--- config.mk ---
export PLATFORM = sky130hd
export DESIGN_NAME = fetch_queue
export DESIGN_NICKNAME = d
export VERILOG_FILES = /design/src/rtl/fetch_pkg.sv /design/src/rtl/fetch_queue_ptr.sv /design/src/rtl/fetch_queue.sv
export SDC_FILE = /design/constraint.sdc
export NUM_CORES = 1
export LEC_CHECK = 0
export BUFFER_PORTS_ARGS = -buffer_cell sky130_fd_sc_hd__buf_2
export CAP_MARGIN = 25
export CELL_PAD_IN_SITES_DETAIL_PLACEMENT = 1
export CELL_PAD_IN_SITES_GLOBAL_PLACEMENT = 1
export CORE_ASPECT_RATIO = 0.75
export CORE_MARGIN = 4
export CORE_UTILIZATION = 50
export CTS_BUF_LIST = sky130_fd_sc_hd__clkbuf_8
export DETAILED_ROUTE_END_ITERATION = 16
export GPL_TIMING_DRIVEN = 0
export PLACE_DENSITY = 0.81
export REMOVE_ABC_BUFFERS = 1
export SLEW_MARGIN = 40
export SYNTH_ARGS = -nofsm -noshare
export SYNTH_HDL_FRONTEND = slang
export SYNTH_SLANG_ARGS = --single-unit
--- constraint.sdc ---
create_clock -name clock -period 5.34 [get_ports clock]
set_input_delay 0.534 -clock clock [delete_from_list [all_inputs] [get_ports clock]]
set_output_delay 0.534 -clock clock [all_outputs]
set_load 0.05 [all_outputs]
--- src/rtl/fetch_pkg.sv ---
//==============================================================================
// Module : fetch_pkg
// Brief  : Shared widths, entry type and reset PC for the fetch queue.
// Rev    : 1.0
//==============================================================================
`default_nettype none

package fetch_pkg;

   localparam int FETCH_ADDR_W = 32;
   localparam int FETCH_INST_W = 32;

   localparam logic [FETCH_ADDR_W-1:0] C_RESET_PC = '0;

   typedef struct packed {
      logic [FETCH_ADDR_W-1:0] pc;
      logic [FETCH_INST_W-1:0] inst;
   } fetch_entry_t;

endpackage

`default_nettype wire

--- src/rtl/fetch_queue_ptr.sv ---
//==============================================================================
// Module : fetch_queue_ptr
// Brief  : Wrapping queue pointer with increment and synchronous clear.
// Rev    : 1.0
//==============================================================================
`default_nettype none

module fetch_queue_ptr #(
   parameter int PW = 2
) (
   input  logic          clk,
   input  logic          rst,
   input  logic          i_clr,
   input  logic          i_inc,
   output logic [PW-1:0] o_ptr
);

   logic [PW-1:0] r_ptr;

   // Power-of-two depth lets the pointer wrap by natural overflow.
   always_ff @(posedge clk) begin
      if (rst || i_clr) begin
         r_ptr <= '0;
      end else if (i_inc) begin
         r_ptr <= r_ptr + PW'(1);
      end
   end

   assign o_ptr = r_ptr;

endmodule

`default_nettype wire

--- src/rtl/fetch_queue.sv ---
//==============================================================================
// Module : fetch_queue
// Brief  : {pc, inst} fetch FIFO with flush; optional stall counter under
//          macro FETCH_Q_STATS_EN.
// Rev    : 1.0
//==============================================================================
`default_nettype none

module fetch_queue
   import fetch_pkg::*;
#(
   parameter int ADDR_W = FETCH_ADDR_W,
   parameter int INST_W = FETCH_INST_W,
   parameter int DEPTH  = 4,
   parameter int CW     = $clog2(DEPTH) + 1
) (
   input  logic              clock,
   input  logic              reset,
   input  logic              in_valid,
   input  logic [ADDR_W-1:0] in_pc,
   input  logic [INST_W-1:0] in_inst,
   output logic              in_ready,
   input  logic              flush,
   output logic              out_valid,
   output logic [ADDR_W-1:0] out_pc,
   output logic [INST_W-1:0] out_inst,
   input  logic              out_ready,
`ifdef FETCH_Q_STATS_EN
   output logic [31:0]       stall_cycles,
`endif
   output logic [CW-1:0]     count
);

   localparam int PW = $clog2(DEPTH);

   typedef struct packed {
      logic [ADDR_W-1:0] pc;
      logic [INST_W-1:0] inst;
   } entry_t;

   entry_t         r_mem [DEPTH];
   logic [CW-1:0]  r_count;
   logic [PW-1:0]  w_wr_ptr;
   logic [PW-1:0]  w_rd_ptr;
   logic           w_in_ready;
   logic           w_out_valid;
   logic           w_push;
   logic           w_pop;

   // Ready/valid come from occupancy only, so no input reaches an output.
   assign w_in_ready  = (r_count != CW'(DEPTH));
   assign w_out_valid = (r_count != '0);
   assign w_push      = in_valid  & w_in_ready  & ~flush;
   assign w_pop       = out_ready & w_out_valid & ~flush;

   fetch_queue_ptr #(.PW(PW)) u_wr_ptr (
      .clk   (clock),
      .rst   (reset),
      .i_clr (flush),
      .i_inc (w_push),
      .o_ptr (w_wr_ptr)
   );

   fetch_queue_ptr #(.PW(PW)) u_rd_ptr (
      .clk   (clock),
      .rst   (reset),
      .i_clr (flush),
      .i_inc (w_pop),
      .o_ptr (w_rd_ptr)
   );

   always_ff @(posedge clock) begin
      if (w_push) begin
         r_mem[w_wr_ptr] <= '{pc: in_pc, inst: in_inst};
      end
   end

   always_ff @(posedge clock) begin
      if (reset || flush) begin
         r_count <= '0;
      end else if (w_push && !w_pop) begin
         r_count <= r_count + CW'(1);
      end else if (w_pop && !w_push) begin
         r_count <= r_count - CW'(1);
      end
   end

   assign in_ready  = w_in_ready;
   assign out_valid = w_out_valid;
   assign out_pc    = w_out_valid ? r_mem[w_rd_ptr].pc   : ADDR_W'(C_RESET_PC);
   assign out_inst  = w_out_valid ? r_mem[w_rd_ptr].inst : '0;
   assign count     = r_count;

`ifdef FETCH_Q_STATS_EN
   logic [31:0] r_stall_cycles;

   // Saturating count of cycles where fetch is held off by a full queue.
   always_ff @(posedge clock) begin
      if (reset) begin
         r_stall_cycles <= '0;
      end else if (in_valid && !w_in_ready && !flush && (r_stall_cycles != 32'hFFFF_FFFF)) begin
         r_stall_cycles <= r_stall_cycles + 32'd1;
      end
   end

   assign stall_cycles = r_stall_cycles;
`endif

endmodule

`default_nettype wire
==> results of run 1 <==
-- cells in the final DEF, fill, tap and decap left out, types with 2 or more instances in the layout --
cell      Yosys  final
a21oi_1       2      2
and2_1       64     64
and3_4        0      4
buf_12        6      8
buf_2         6    137
clkbuf_8      0     44
clkinv_1      0      7
dfxtp_1       9      7
dfxtp_4       0      2
edfxtp_1    256    256
ha_1          5      5
inv_1         3     21
mux4_1        4      4
mux4_2       60     60
nor2_1        6      6
or2_2         2      2
xor2_1        4      4
-- worst max path at each step --
stage | from | to | cells after the start
detailed placement | flush | count[2] | 9
finish | flop | out_inst[31] | 4
global route | flop | out_inst[31] | 4
floorplan | flop | out_inst[31] | 2
CTS | flop | out_inst[31] | 4
global placement | flop | out_inst[31] | 3
-- through the flow --
stage | total power [W] | worst slack [ps]
3_5_place_dp | 0.00275 | 2590
6_report | 0.00418 | 2370
5_1_grt | 0.00437 | 2210
4_1_cts | 0.00424 | 2280
3_3_place_gp | 0.00273 | -222
2_1_floorplan | 0.00262 | 1080
-- sequential cells by signal, indices dropped and copies added (netlist names), named ones only --
name            flops
count               3
r_mem             256
u_rd_ptr.o_ptr      2
u_wr_ptr.o_ptr      2
-- worst max-delay path: stages, from the launching register on --
cell,delay (ps)
dfxtp_4,610
buf_12,280
mux4_1,610
and2_1,190
buf_2,210
-- kinds of logic (layout without fill, tap and decap cells) --
kind of cell | after synthesis | after routing
AO/OA/AOI/OAI | 7 | 7
XOR/XNOR | 4 | 4
adder cells (fa/ha/maj) | 6 | 6
buffers and inverters | 26 | 218
flip-flops | 265 | 265
multiplexers | 65 | 65
AND/OR/NAND/NOR | 83 | 83
-- routing by layer --
layer / wire length, µm / GRT usage (%)
met2: 10200 / 31.0
met4: 334 / 5.01
met1: 8710 / 24.0
met5: 42 / 0
met3: 1330 / 5.39
-- power groups by stage --
stage	Sequential, W	Clock [W]	Combinational (W)
6_report	0.00233	0.00147	0.000377
5_1_grt	0.00233	0.00164	0.000402
4_1_cts	0.00233	0.00153	0.000384
3_5_place_dp	0.00237	0	0.000382
3_3_place_gp	0.00238	0	0.000355
2_1_floorplan	0.00238	0	0.000241
-- cell type report --
cell class	count	area, µm²
clock inverter	26	101
sequential	265	7880
inverter	3	11.3
clock buffer	44	606
multi-input combinational	165	2170
timing repair buffer	145	846
fill	1747	8230
tap	258	323
==> results.cfg, run 1 <==
[outcome]
status = completed

[drt]
route.detailed.drc = 0
via_count = 4942
routed_via_density = 5.45
wl_per_cell_um = 22.8
wl_um = 20600
first_iter_violations = 345
drt_pass1_iterations = 4
ant_nets = 0

[timing]
fmax_ghz = 0.337
finClkSkew_ps = 10.1
grt_setup_unrepaired = false
hold_viol = 0
worst_pin_slew_ps = 573
finalMaxSlewViolations = 0
finalCritPeriodShare_pct = 55.6
holdWs_ps = 229
period_minus_slack_ps = 2970
finalSetupViolations = 0
fin_tns_setup_ps = 0
maxSlewHeadroom_pct = 61.7

[layout]
post-route-util_pct = 59.2
area_delta_synth_final_pct = 16.6
post-route-cell-area_um2 = 11900
layoutNonFillerInstCount = 906
num-nets-final = 696
drive_gt1_share_pct = 40.3
antennaDiodeCount = 0

[yosys]
avgSynthCellArea_um2 = 22.4
synth.cell_area_um2 = 10200
synth_top_flop_cell = edfxtp_1
ys_top_cells_by_count = edfxtp_1 (256), and2_1 (64), mux4_2 (60)
synth_compound_area_share_pct = 0.501
yosysWarnings = 0
synth_area_leader_cell = edfxtp_1
synth.most_common_cell = edfxtp_1
synth_edf_count = 256
ys_seq_area_share_pct = 76.9
synth-simple-area-share_pct = 4.97
synthMuxAreaShare_pct = 14.3
synthAdderAreaFrac_pct = 0.807
synth_cells = 456
async_flop_share_pct = 0
synth_top_family_by_area = multiplexers
synth_xor_area_share_pct = 0.342
ys_seq_elements = 265
synth.distinct_cells = 30
synth_top_area_share_pct = 75.1
synth.area.top_cells = edfxtp_1 (75%), mux4_2 (13%), and2_1 (3.9%)

[worst_setup_path]
start_kind = flop
r2r-start = count[0]
end_kind = output pin
required_ps = 4810
ff2ff_setup_slack_ps = 2870
reg2reg_depth = 8
setup.worst_path.class = reg2out
reg2reg_to = count[2]
arrival_ps = 2430
path_max_fanout = 25

[power_and_ir_drop]
peakVddDrop_uv = 202
power.switching_w = 0.000995
clkPwrFrac_pct = 35.3
power_frac_seq_pct = 55.7
netSwitchingFraction_pct = 23.8
p_int_w = 0.00318
combPwrFrac_pct = 9.0
powerDensity_nw_per_um2 = 350
p_leak_nw = 4.17

[cts]
clock-sinks = 265
cts_tree = built
cts_setup_buffers = 0
cts_resized = 0
clkSlewWorstSetupHoldPaths_ps = 60
cts_buffers = 41
clock_latency_ps = 510
holdBufCountCts = 0
clk_path_buf_depth = 3
cts-root-buf = clkbuf_8
cts_htree_levels = 2

[min_path]
whs_path_depth = 1
min_from = in_pc[6]
holdPathEnd = r_mem[0][38]
hp-class = in2reg

[placed_design]
dp_cells = 836
dp_hpwl_um = 13100
portBuffers = 137
place_area_um2 = 11200
gp_congestion = 0.735

[floorplan]
coreArea_um2 = 20200
ioPinCount = 138
die_w_um = 173
die_h_um = 132
std_cell_rows = 45
initial_core_util_pct = 50.8
dieArea_um2 = 22800

[grt]
grt_pass1_vias = 5742
track_usage_pct = 18.5
grt_pass1_wl_um = 32800
antenna_found_initial = 3
grt_max_degree = 37
overflow = 0

[run]
drv_cap = 0
Note: power is estimated with default switching activity, not from simulation.
==> run 2, diff against run 1 <==
==> constraint.sdc (replaced) <==
create_clock -name clock -period 3.08 [get_ports clock]
set_input_delay 0.308 -clock clock [delete_from_list [all_inputs] [get_ports clock]]
set_output_delay 0.308 -clock clock [all_outputs]
set_load 0.05 [all_outputs]
==> results.cfg, run 2 (synthesis gave the netlist of run 1 again) <==
[drt]
drt_pass1_iterations = 4
first_iter_violations = 374
ant_nets = 0
via_count = 5206
wl_um = 21400
routed_via_density = 5.37
route.detailed.drc = 0
wl_per_cell_um = 22.1

[grt]
overflow = 0
grt_max_degree = 37
met1_usage_pct = 25.5
use_met3_pct = 4.76
grt.busiest_layer = met2
grt_pass1_vias = 6067
track_usage_pct = 19.4
grt_pass1_wl_um = 34600
grt_util_met2_pct = 32.9
antenna_found_initial = 0

[timing]
hold_viol = 0
grt_setup_unrepaired = false
worst_pin_slew_ps = 584
period_minus_slack_ps = 2750
finClkSkew_ps = 7.94
maxSlewHeadroom_pct = 61.0
finalMaxSlewViolations = 0
fin_tns_setup_ps = 0
finalCritPeriodShare_pct = 89.1
finalWorstSetupSlack_ps = 335
finalSetupViolations = 0
fmax_ghz = 0.364

[cts]
cts_tree = built
clk_path_buf_depth = 3
clock-sinks = 265
cts_resized = 0
cts-root-buf = clkbuf_8
clock_latency_ps = 520
cts_buffers = 41
clkSlewWorstSetupHoldPaths_ps = 60
cts_htree_levels = 2

[layout]
mostFrequentLayoutCells = edfxtp_1 (256), buf_2 (137), and2_1 (64), dlygate4sd3_1 (63), mux4_2 (60)
final_common_cell = edfxtp_1
num-nets-final = 759
area_delta_synth_final_pct = 22.8
largest_register_ffs = 256
drive_gt1_share_pct = 36.7
largest-register = r_mem
antennaDiodeCount = 0

[placed_design]
gp_congestion = 0.735
portBuffers = 137
dp_hpwl_um = 13100
post-place-ws_ps = 557

[floorplan]
die_w_um = 173
ioPinCount = 138
dieArea_um2 = 22800
initial_core_util_pct = 50.8
std_cell_rows = 45
coreArea_um2 = 20200
die_h_um = 132

[worst_setup_path]
setup.worst_path.class = reg2out
arrival_ps = 2440
path_max_fanout = 25
start_kind = flop
end_kind = output pin
required_ps = 2770

[power_and_ir_drop]
peakVddDrop_uv = 359
p_leak_nw = 4.44
powerDensity_nw_per_um2 = 582
power.total_w = 0.00732

[min_path]
hp-class = in2reg

[run]
drv_cap = 0

[outcome]
status = completed
run 2: per-stage QoR:
step           utilization, %  area [µm²]  instances  hold WS, ps
5_1_grt                  62.3       12600        969         1.89
2_1_floorplan               -       10000        433          407
3_5_place_dp             55.7       11200        836          525
6_report                 62.3       12600        969         41.1
3_3_place_gp             54.7       11000        828          507
4_1_cts                  62.3       12600        968         2.86
run 2: final cells by class:
| cell class | instances | area, µm² |
|---|---|---|
| repair buffers | 208 | 1480 |
| inverters | 3 | 11.3 |
| flip-flops and latches | 265 | 7880 |
| clock buffers | 44 | 606 |
| clock inverters | 26 | 101 |
| fillers | 1734 | 7600 |
| well taps | 258 | 323 |
| multi-input cells | 165 | 2170 |
run 2: path summary, 6_finish.rpt:
kind	from	to	slack, ps	cells after the start
hold / removal	in_pc[15]	r_mem[2][47]	40	1
setup reg to reg	count[0]	count[2]	630	8
setup / recovery	flop	out_inst[31]	330	4
hold reg to reg	u_rd_ptr.o_ptr[1]	flop	540	2
run 2: routing by layer:
metal  vias up  part of all wire [%]
li1       2311                     -
met1      2699                    43
met3        30                   5.4
met2       166                    50
met4         0                   1.6
met5         -                     0
run 2: what timing repair did:
| action | CTS | global route |
|---|---|---|
| endpoints found under the setup margin | 0 | 0 |
| hold endpoints to repair | 245 | 1 |
| hold buffers | 62 | 1 |
| setup buffers | 0 | 0 |
run 2: power breakdown:
part	switching (W)	leakage, nW	total [W]	internal, W
sequential	0.0000227	2.40	0.00403	0.00401
combinational	0.000469	1.61	0.000722	0.000253
clock	0.00126	0.423	0.00256	0.00130
run 2: worst max-delay path, stage by stage (launching register included):
cell and delay, ps:
dfxtp_4 620, buf_12 280, mux4_1 610, and2_1 190
buf_2 210
